$ cat src/rtl/seq_wide_compare_ctrl.sv
// Wide-operand comparator: walks NWORDS words of W bits through one comparator slice,
// most-significant word first, and stops at the first word that differs.
module seq_wide_compare_ctrl #(
    parameter int W      = 6,
    parameter int NWORDS = 4,
    parameter int IDXW   = (NWORDS > 1) ? $clog2(NWORDS) : 1
) (
    input  logic            clk,
    input  logic            rst_n,
    input  logic            start,
    input  logic            abort,
    input  logic [W-1:0]    a_word,
    input  logic [W-1:0]    b_word,
    output logic [IDXW-1:0] word_idx,
    output logic            busy,
    output logic            done,
    output logic            lt,
    output logic            ltu,
    output logic            eq
);

    typedef enum logic [1:0] {
        S_IDLE,
        S_CMP,
        S_DONE
    } state_t;

    localparam logic [IDXW-1:0] TOP_IDX = IDXW'(NWORDS - 1);

    state_t          state_q;
    logic [IDXW-1:0] word_idx_q;
    logic            busy_q;
    logic            done_q;
    logic            lt_q;
    logic            ltu_q;
    logic            eq_q;

    // Single shared comparator slice.
    logic word_eq;
    logic word_ltu;
    logic word_lts;
    logic at_top;
    logic at_bottom;
    logic lt_d;
    logic ltu_d;
    logic eq_d;

    assign word_eq   = (a_word == b_word);
    assign word_ltu  = (a_word < b_word);
    assign word_lts  = ($signed(a_word) < $signed(b_word));
    assign at_top    = (word_idx_q == TOP_IDX);
    assign at_bottom = (word_idx_q == '0);

    // NOTE: every output of a combinational block gets a default first, so no path leaves it unassigned and no latch is inferred.
    always_comb begin
        lt_d  = 1'b0;
        ltu_d = 1'b0;
        eq_d  = 1'b0;
        if (!word_eq) begin
            ltu_d = word_ltu;
            // Only the top word carries the operand sign; lower words are magnitude bits.
            lt_d  = at_top ? word_lts : word_ltu;
        end else if (at_bottom) begin
            eq_d  = 1'b1;
        end
    end

    // NOTE: state registers use non-blocking assignments so every register sees pre-edge values.
    always_ff @(posedge clk or negedge rst_n) begin
        if (!rst_n) begin
            state_q    <= S_IDLE;
            word_idx_q <= TOP_IDX;
            busy_q     <= 1'b0;
            done_q     <= 1'b0;
            lt_q       <= 1'b0;
            ltu_q      <= 1'b0;
            eq_q       <= 1'b0;
        end else begin
            case (state_q)
                S_IDLE: begin
                    word_idx_q <= TOP_IDX;
                    done_q     <= 1'b0;
                    if (start) begin
                        state_q <= S_CMP;
                        busy_q  <= 1'b1;
                    end
                end
                S_CMP: begin
                    if (abort) begin
                        state_q    <= S_IDLE;
                        busy_q     <= 1'b0;
                        word_idx_q <= TOP_IDX;
                    end else if (!word_eq || at_bottom) begin
                        state_q <= S_DONE;
                        busy_q  <= 1'b0;
                        done_q  <= 1'b1;
                        lt_q    <= lt_d;
                        ltu_q   <= ltu_d;
                        eq_q    <= eq_d;
                    end else begin
                        word_idx_q <= word_idx_q - IDXW'(1);
                    end
                end
                S_DONE: begin
                    state_q    <= S_IDLE;
                    done_q     <= 1'b0;
                    word_idx_q <= TOP_IDX;
                end
                default: begin
                    state_q    <= S_IDLE;
                    busy_q     <= 1'b0;
                    done_q     <= 1'b0;
                    word_idx_q <= TOP_IDX;
                end
            endcase
        end
    end

    assign word_idx = word_idx_q;
    assign busy     = busy_q;
    assign done     = done_q;
    assign lt       = lt_q;
    assign ltu      = ltu_q;
    assign eq       = eq_q;

endmodule

$ cat config.mk
export PLATFORM = sky130hd
export DESIGN_NAME = seq_wide_compare_ctrl
export DESIGN_NICKNAME = d
export VERILOG_FILES = /design/src/rtl/seq_wide_compare_ctrl.sv
export SDC_FILE = /design/constraint.sdc
export NUM_CORES = 1
export LEC_CHECK = 0
export BUFFER_PORTS_ARGS = -buffer_cell sky130_fd_sc_hd__buf_2
export CAP_MARGIN = 25
export CORE_MARGIN = 1.5
export CORE_UTILIZATION = 30
export CTS_CLUSTER_SIZE = 28
export DETAILED_ROUTE_END_ITERATION = 10
export PLACE_DENSITY = 0.6
export SYNTH_ARGS = -nofsm -noshare
export SYNTH_HDL_FRONTEND = slang
export SYNTH_SLANG_ARGS = --single-unit
$ cat constraint.sdc
create_clock -name clk -period 4.61 [get_ports clk]
set_clock_uncertainty 0.1 [all_clocks]
set_input_delay 0 -clock clk [delete_from_list [all_inputs] [get_ports clk]]
set_output_delay 0 -clock clk [all_outputs]
set_load 0.02 [all_outputs]
==> results.sh, run 1 <==
export IMPL_critPathMaxFanout=9
export IMPL_io_pins=23
export IMPL_end_kind="flop"
export IMPL_hold_violations=0
export IMPL_gp_congestion=0.697
export IMPL_routed_wl_mm=1.25
export IMPL_syn_area_um2=598
export IMPL_path_class="reg2reg"
export IMPL_overflow=0
export IMPL_hp_class="in2async"
export IMPL_cts_tree="built"
export IMPL_slew_violations=0
export IMPL_postPlaceCellArea_um2=739
export IMPL_via_per_inst=4.59
export IMPL_drive_gt1_frac=0.352
export IMPL_via_count=532
export IMPL_finalSetupViolCount=0
export IMPL_fmax_mhz=586
export IMPL_synth_top_area_frac=0.293
export IMPL_synthCells=62
export IMPL_period_share=0.370
export IMPL_grt_pass1_vias=492
export IMPL_grt_total_usage=0.127
export IMPL_antenna_found_initial=0
export IMPL_clk_insertion_delay_late_ns=0.26
export IMPL_core_area_mm2=0.00180
export IMPL_htree_levels=1
export IMPL_cap_violations=0
export IMPL_cts_sinks=9
export IMPL_worstPathArrival_ns=1.76
export IMPL_tns_ns=0
export IMPL_cts_buffer_depth=2
export IMPL_rsz0062_at_grt="no"
export IMPL_synth_common_cells="inv_1 (12), ha_1 (8), dfrtp_1 (7), o21ai_1 (5)"
export IMPL_num_nets_final=116
export IMPL_slew_headroom=0.744
export IMPL_postRouteAntennaNets=0
export IMPL_dp_hpwl_um=982
export IMPL_drtIter0Drc=9
export IMPL_first_pass_iters=4
export IMPL_synthFlopType="dfrtp_1"
export IMPL_start_util=0.332
export IMPL_cp_start_kind="flop"
export IMPL_avgSynthCellArea_um2=9.65
export IMPL_grt_max_degree=10
export IMPL_cts_buffers=3
export IMPL_post_cts_buffers=0
export IMPL_yosysWarningCount=0
export IMPL_cts_root_buf="clkbuf_4"
export IMPL_worst_pin_slew_ns=0.382
export IMPL_wl_per_cell_um=10.8
export IMPL_final_cell_area_um2=796
export IMPL_die_area_mm2=0.00227
export IMPL_die_width_um=47.7
export IMPL_drc=0
export IMPL_synthToLayoutAreaGrowth_pct=33.1
export IMPL_power_leakage_nw=0.438
export IMPL_synth_most_common_cell="inv_1"
export IMPL_critPathRequiredTime_ns=4.66
export IMPL_p_per_area_mw_per_mm2=270
export IMPL_ys_async_sr_fraction=1.00
export IMPL_layout_min_cycle_time_ns=1.71
export IMPL_clkSlewWorstSetupHoldPaths_ns=0.06
export IMPL_outcome="complete, no violations"
export IMPL_yosysTopAreaCell="dfrtp_1"
export IMPL_fin_util=0.442
export IMPL_grt_pass1_wl_mm=1.97
export IMPL_synth_edf_count=0
export IMPL_yosysSeqAreaShare=0.381
export IMPL_yosys_register_bits=9
export IMPL_die_h_um=47.7
export IMPL_finalPower_uw=215
export IMPL_synth_nets=86
export IMPL_io_buffer_count=22
export IMPL_rows=15
export IMPL_synth_cell_types=23
export IMPL_antennaDiodeCount=0
export IMPL_vdd_drop_max_mv=0.155
export IMPL_ys_top_cells_by_area="dfrtp_1 (29%), ha_1 (17%), dfstp_2 (8.8%), inv_1 (7.5%), o21ai_1 (4.2%)"
where the power goes:
part	switching (mW)	internal, mW	total [mW]
clock	0.0280	0.0334	0.0614
sequential	0.00597	0.0883	0.0943
combinational	0.0334	0.0257	0.0591
layer usage:
layer	vias up	wire length [um]	GRT usage	part of all wire
met5	-	0	0	0
met4	0	23	0.0649	0.018
met3	4	74	0.0340	0.059
met2	16	592	0.214	0.47
met1	240	558	0.149	0.45
li1	272	-	-	-
worst paths after layout:
kind | from | end | slack (ns) | cells after the start
hold reg to reg | eq | eq | 0.40 | 2
setup reg to reg | word_idx[0] | done | 2.90 | 5
hold / removal | rst_n | done | 0.03 | 2
setup / recovery | word_idx[0] | done | 2.90 | 5
min in group clk | a_word[5] | lt | 0.16 | 5
max in group asynchronous | rst_n | word_idx[0] | 4.13 | 2
cell type report:
cell class                 count  area [um^2]
multi-input combinational     41          325
sequential                     9          228
inverter                      12         45.0
fill                         187         1010
timing repair buffer          25          140
tap                           25         31.3
clock buffer                   4         26.3
state kept, by name (all words and copies together) (netlist names):
| register | flops |
|---|---|
| busy | 1 |
| done | 1 |
| eq | 1 |
| lt | 1 |
| ltu | 1 |
| state_q | 2 |
| word_idx | 2 |
critical path, stage by stage (launching register included):
cell     delay (ns)
dfstp_2        0.56
inv_1          0.05
ha_1           0.23
nor3_4         0.39
nor2_1         0.07
o211a_1        0.21
through the flow:
step	worst slack, ns	hold slack (ns)	instances
global route	2.79	0.0451	116
floorplan	2.94	-0.396	62
CTS	2.88	0.0181	116
global placement	2.96	-0.238	109
detailed placement	2.89	-0.236	109
finish	2.90	0.0289	116
cell usage in the layout, fill, tap and decap left out, types with 3 or more instances in the layout:
cell type,Yosys,routed
nor2_1,4,4
nand3_1,4,4
ha_1,8,8
a21oi_1,3,3
clkbuf_4,0,3
buf_2,0,22
dfrtp_1,7,7
dlygate4sd3_1,0,3
inv_1,12,12
o21ai_1,5,5
timing repair:
action                                 in CTS  in global routing
hold buffers                                3                  0
endpoints found under the hold margin      14                  0
gates resized for setup                     0                  0
cells by family after synthesis:
family / count (synthesis) / share of synthesized area
xor+xnor: 1 / 0.0146
buf+inv: 12 / 0.0753
simple gates: 16 / 0.182
fa+ha+maj: 8 / 0.167
flops: 9 / 0.381
compound gates: 16 / 0.180
Note: power is estimated with default switching activity, not from simulation.
==> run 2: changes to the inputs <==
--- a/config.mk
+++ b/config.mk
@@ -5,6 +5,7 @@
 export SDC_FILE = /design/constraint.sdc
 export NUM_CORES = 1
 export LEC_CHECK = 0
+export ABC_AREA = 1
 export BUFFER_PORTS_ARGS = -buffer_cell sky130_fd_sc_hd__buf_2
 export CAP_MARGIN = 25
 export CORE_MARGIN = 1.5
==> constraint.sdc (replaced) <==
create_clock -name clk -period 1.6 [get_ports clk]
set_clock_uncertainty 0.1 [all_clocks]
set_input_delay 0 -clock clk [delete_from_list [all_inputs] [get_ports clk]]
set_output_delay 0 -clock clk [all_outputs]
set_load 0.02 [all_outputs]
==> results.sh, run 2 <==
export IMPL_wl_per_cell_um=8.18
export IMPL_grt_max_degree=10
export IMPL_dp_hpwl_um=949
export IMPL_critPathRequiredTime_ns=1.64
export IMPL_cts_root_buf="clkbuf_4"
export IMPL_cts_buffers=3
export IMPL_io_pins=23
export IMPL_crit_path_frequent_cell="inv_1"
export IMPL_power_leakage_nw=0.517
export IMPL_fmax_mhz=723
export IMPL_start_util=0.317
export IMPL_io_buffer_count=22
export IMPL_hp_class="in2async"
export IMPL_grt_total_usage=0.109
export IMPL_tns_ns=0
export IMPL_critPathMaxFanout=4
export IMPL_vdd_drop_max_mv=0.476
export IMPL_via_per_inst=4.03
export IMPL_layout_commonest_cell="nand2_1"
export IMPL_clkSlewWorstSetupHoldPaths_ns=0.06
export IMPL_drive_gt1_frac=0.318
export IMPL_synth_common_cells="nand2_1 (24), inv_1 (20), ha_1 (8), dfrtp_1 (7), nor2_1 (5)"
export IMPL_cts_buffer_depth=2
export IMPL_whs_ns=0.0106
export IMPL_dp_cells=130
export IMPL_p_per_area_mw_per_mm2=837
export IMPL_cts_tree="built"
export IMPL_via_count=552
export IMPL_ys_async_sr_fraction=1.00
export IMPL_core_area_mm2=0.00194
export IMPL_avgSynthCellArea_um2=7.60
export IMPL_slew_headroom=0.866
export IMPL_die_h_um=48.3
export IMPL_synth_top_area_frac=0.285
export IMPL_finalSetupViolCount=0
export IMPL_rows=16
export IMPL_synthCells=81
export IMPL_drc=0
export IMPL_end_kind="flop"
export IMPL_slew_violations=0
export IMPL_antenna_found_initial=0
export IMPL_routed_wl_mm=1.12
export IMPL_synthToLayoutAreaGrowth_pct=32.5
export IMPL_layout_min_cycle_time_ns=1.38
export IMPL_gp_congestion=0.730
export IMPL_period_share=0.865
export IMPL_stdcell_count=137
export IMPL_hold_violations=0
export IMPL_rsz0062_at_grt="no"
export IMPL_finalPower_uw=683
export IMPL_outcome="complete, no violations"
export IMPL_cap_violations=0
export IMPL_yosysWarningCount=0
export IMPL_htree_levels=1
export IMPL_synthFlopType="dfrtp_1"
export IMPL_overflow=0
export IMPL_yosys_register_bits=9
export IMPL_post_cts_buffers=0
export IMPL_antennaDiodeCount=0
export IMPL_synth_edf_count=0
export IMPL_first_pass_iters=4
export IMPL_postRouteAntennaNets=0
export IMPL_worst_pin_slew_ns=0.199
export IMPL_path_class="reg2reg"
export IMPL_die_width_um=48.3
export IMPL_ys_top_cells_by_area="dfrtp_1 (28%), ha_1 (16%), nand2_1 (15%), inv_1 (12%), dfstp_2 (8.5%)"
export IMPL_num_nets_final=135
export IMPL_yosysTopAreaCell="dfrtp_1"
export IMPL_synth_nets=105
export IMPL_critPathMaxStageDelay_ns=0.55
export IMPL_syn_area_um2=616
export IMPL_cp_start_kind="flop"
export IMPL_layout_common_cells="nand2_1 (24), buf_2 (22), inv_1 (20)"
export IMPL_r2r_cells=6
export IMPL_worstPathArrival_ns=1.43
export IMPL_cp_cell_sequence="inv_1 > ha_1 > inv_1 > nor2_1 > o21ai_0 > inv_1"
export IMPL_grt_pass1_vias=493
export IMPL_grt_pass1_wl_mm=1.97
export IMPL_yosysSeqAreaShare=0.370
export IMPL_dp_slack_ns=0.231
export IMPL_synth_most_common_cell="nand2_1"
export IMPL_synth_cell_types=16
export IMPL_die_area_mm2=0.00233
export IMPL_slowest_stage="dfstp_2"
export IMPL_fin_ws_ns=0.217
export IMPL_clk_insertion_delay_late_ns=0.26
export IMPL_drtIter0Drc=15
export IMPL_cts_sinks=9
-- run 2: cell types whose count changed in the layout (fill, tap and decap cells not counted), sizes merged, moves of 2 or more --
cell / change
a21o: -2
o21ai: -3
nand2: +25
inv: +9
a21oi: -2
nor2: +2
-- run 2: final timing paths --
| kind | from | end | slack, ns |
|---|---|---|---|
| max | word_idx[0] | eq | 0.22 |
| min | rst_n | busy | 0.01 |
| max reg2reg | word_idx[0] | eq | 0.22 |
| min reg2reg | lt | lt | 0.38 |
| max in group asynchronous | rst_n | word_idx[0] | 1.15 |
| min in group clk | a_word[5] | ltu | 0.13 |
-- run 2: cell families (layout without fill, tap and decap cells) --
kind of cell	Yosys count	after routing	synth area share
simple gates	39	39	0.295
flops	9	9	0.370
buf+inv	21	50	0.128
fa+ha+maj	8	8	0.163
compound gates	4	4	0.0447
-- run 2: worst max-delay path, delay by kind of cell, from the launching register on --
family	cells	cell delay [ns]
AND/OR/NAND/NOR	1	0.05
adder cells (fa/ha/maj)	1	0.18
AO/OA/AOI/OAI	1	0.19
buffers and inverters	3	0.20
flip-flops	1	0.55
-- run 2: final cells by class --
class	instances	area, um^2
inverter	21	78.8
clock buffer	4	26.3
tap	27	33.8
sequential	9	228
multi-input combinational	51	309
fill	214	1130
timing repair buffer	25	140
-- run 2: through the flow --
| stage | area, um^2 | util |
|---|---|---|
| floorplan | 616 | - |
| global placement | 759 | 0.391 |
| detailed placement | 759 | 0.391 |
| CTS | 816 | 0.420 |
| global route | 816 | 0.420 |
| finish | 816 | 0.420 |
-- run 2: timing repair --
| item | in CTS | in global routing |
|---|---|---|
| hold buffers | 3 | 0 |
| endpoints found under the hold margin | 12 | 0 |
| gates resized for setup | 0 | 0 |
-- run 2: per-layer routing --
| metal | track usage | part of all wire |
|---|---|---|
| met4 | 0.0714 | 0.026 |
| met1 | 0.130 | 0.46 |
| met2 | 0.176 | 0.45 |
| met5 | 0 | 0 |
| met3 | 0.0247 | 0.063 |
-- run 2: power breakdown --
part | switching (mW) | total (mW) | internal, mW
Clock | 0.0766 | 0.173 | 0.0959
Combinational | 0.135 | 0.223 | 0.0879
Sequential | 0.0197 | 0.287 | 0.267
Total | 0.232 | 0.683 | 0.451
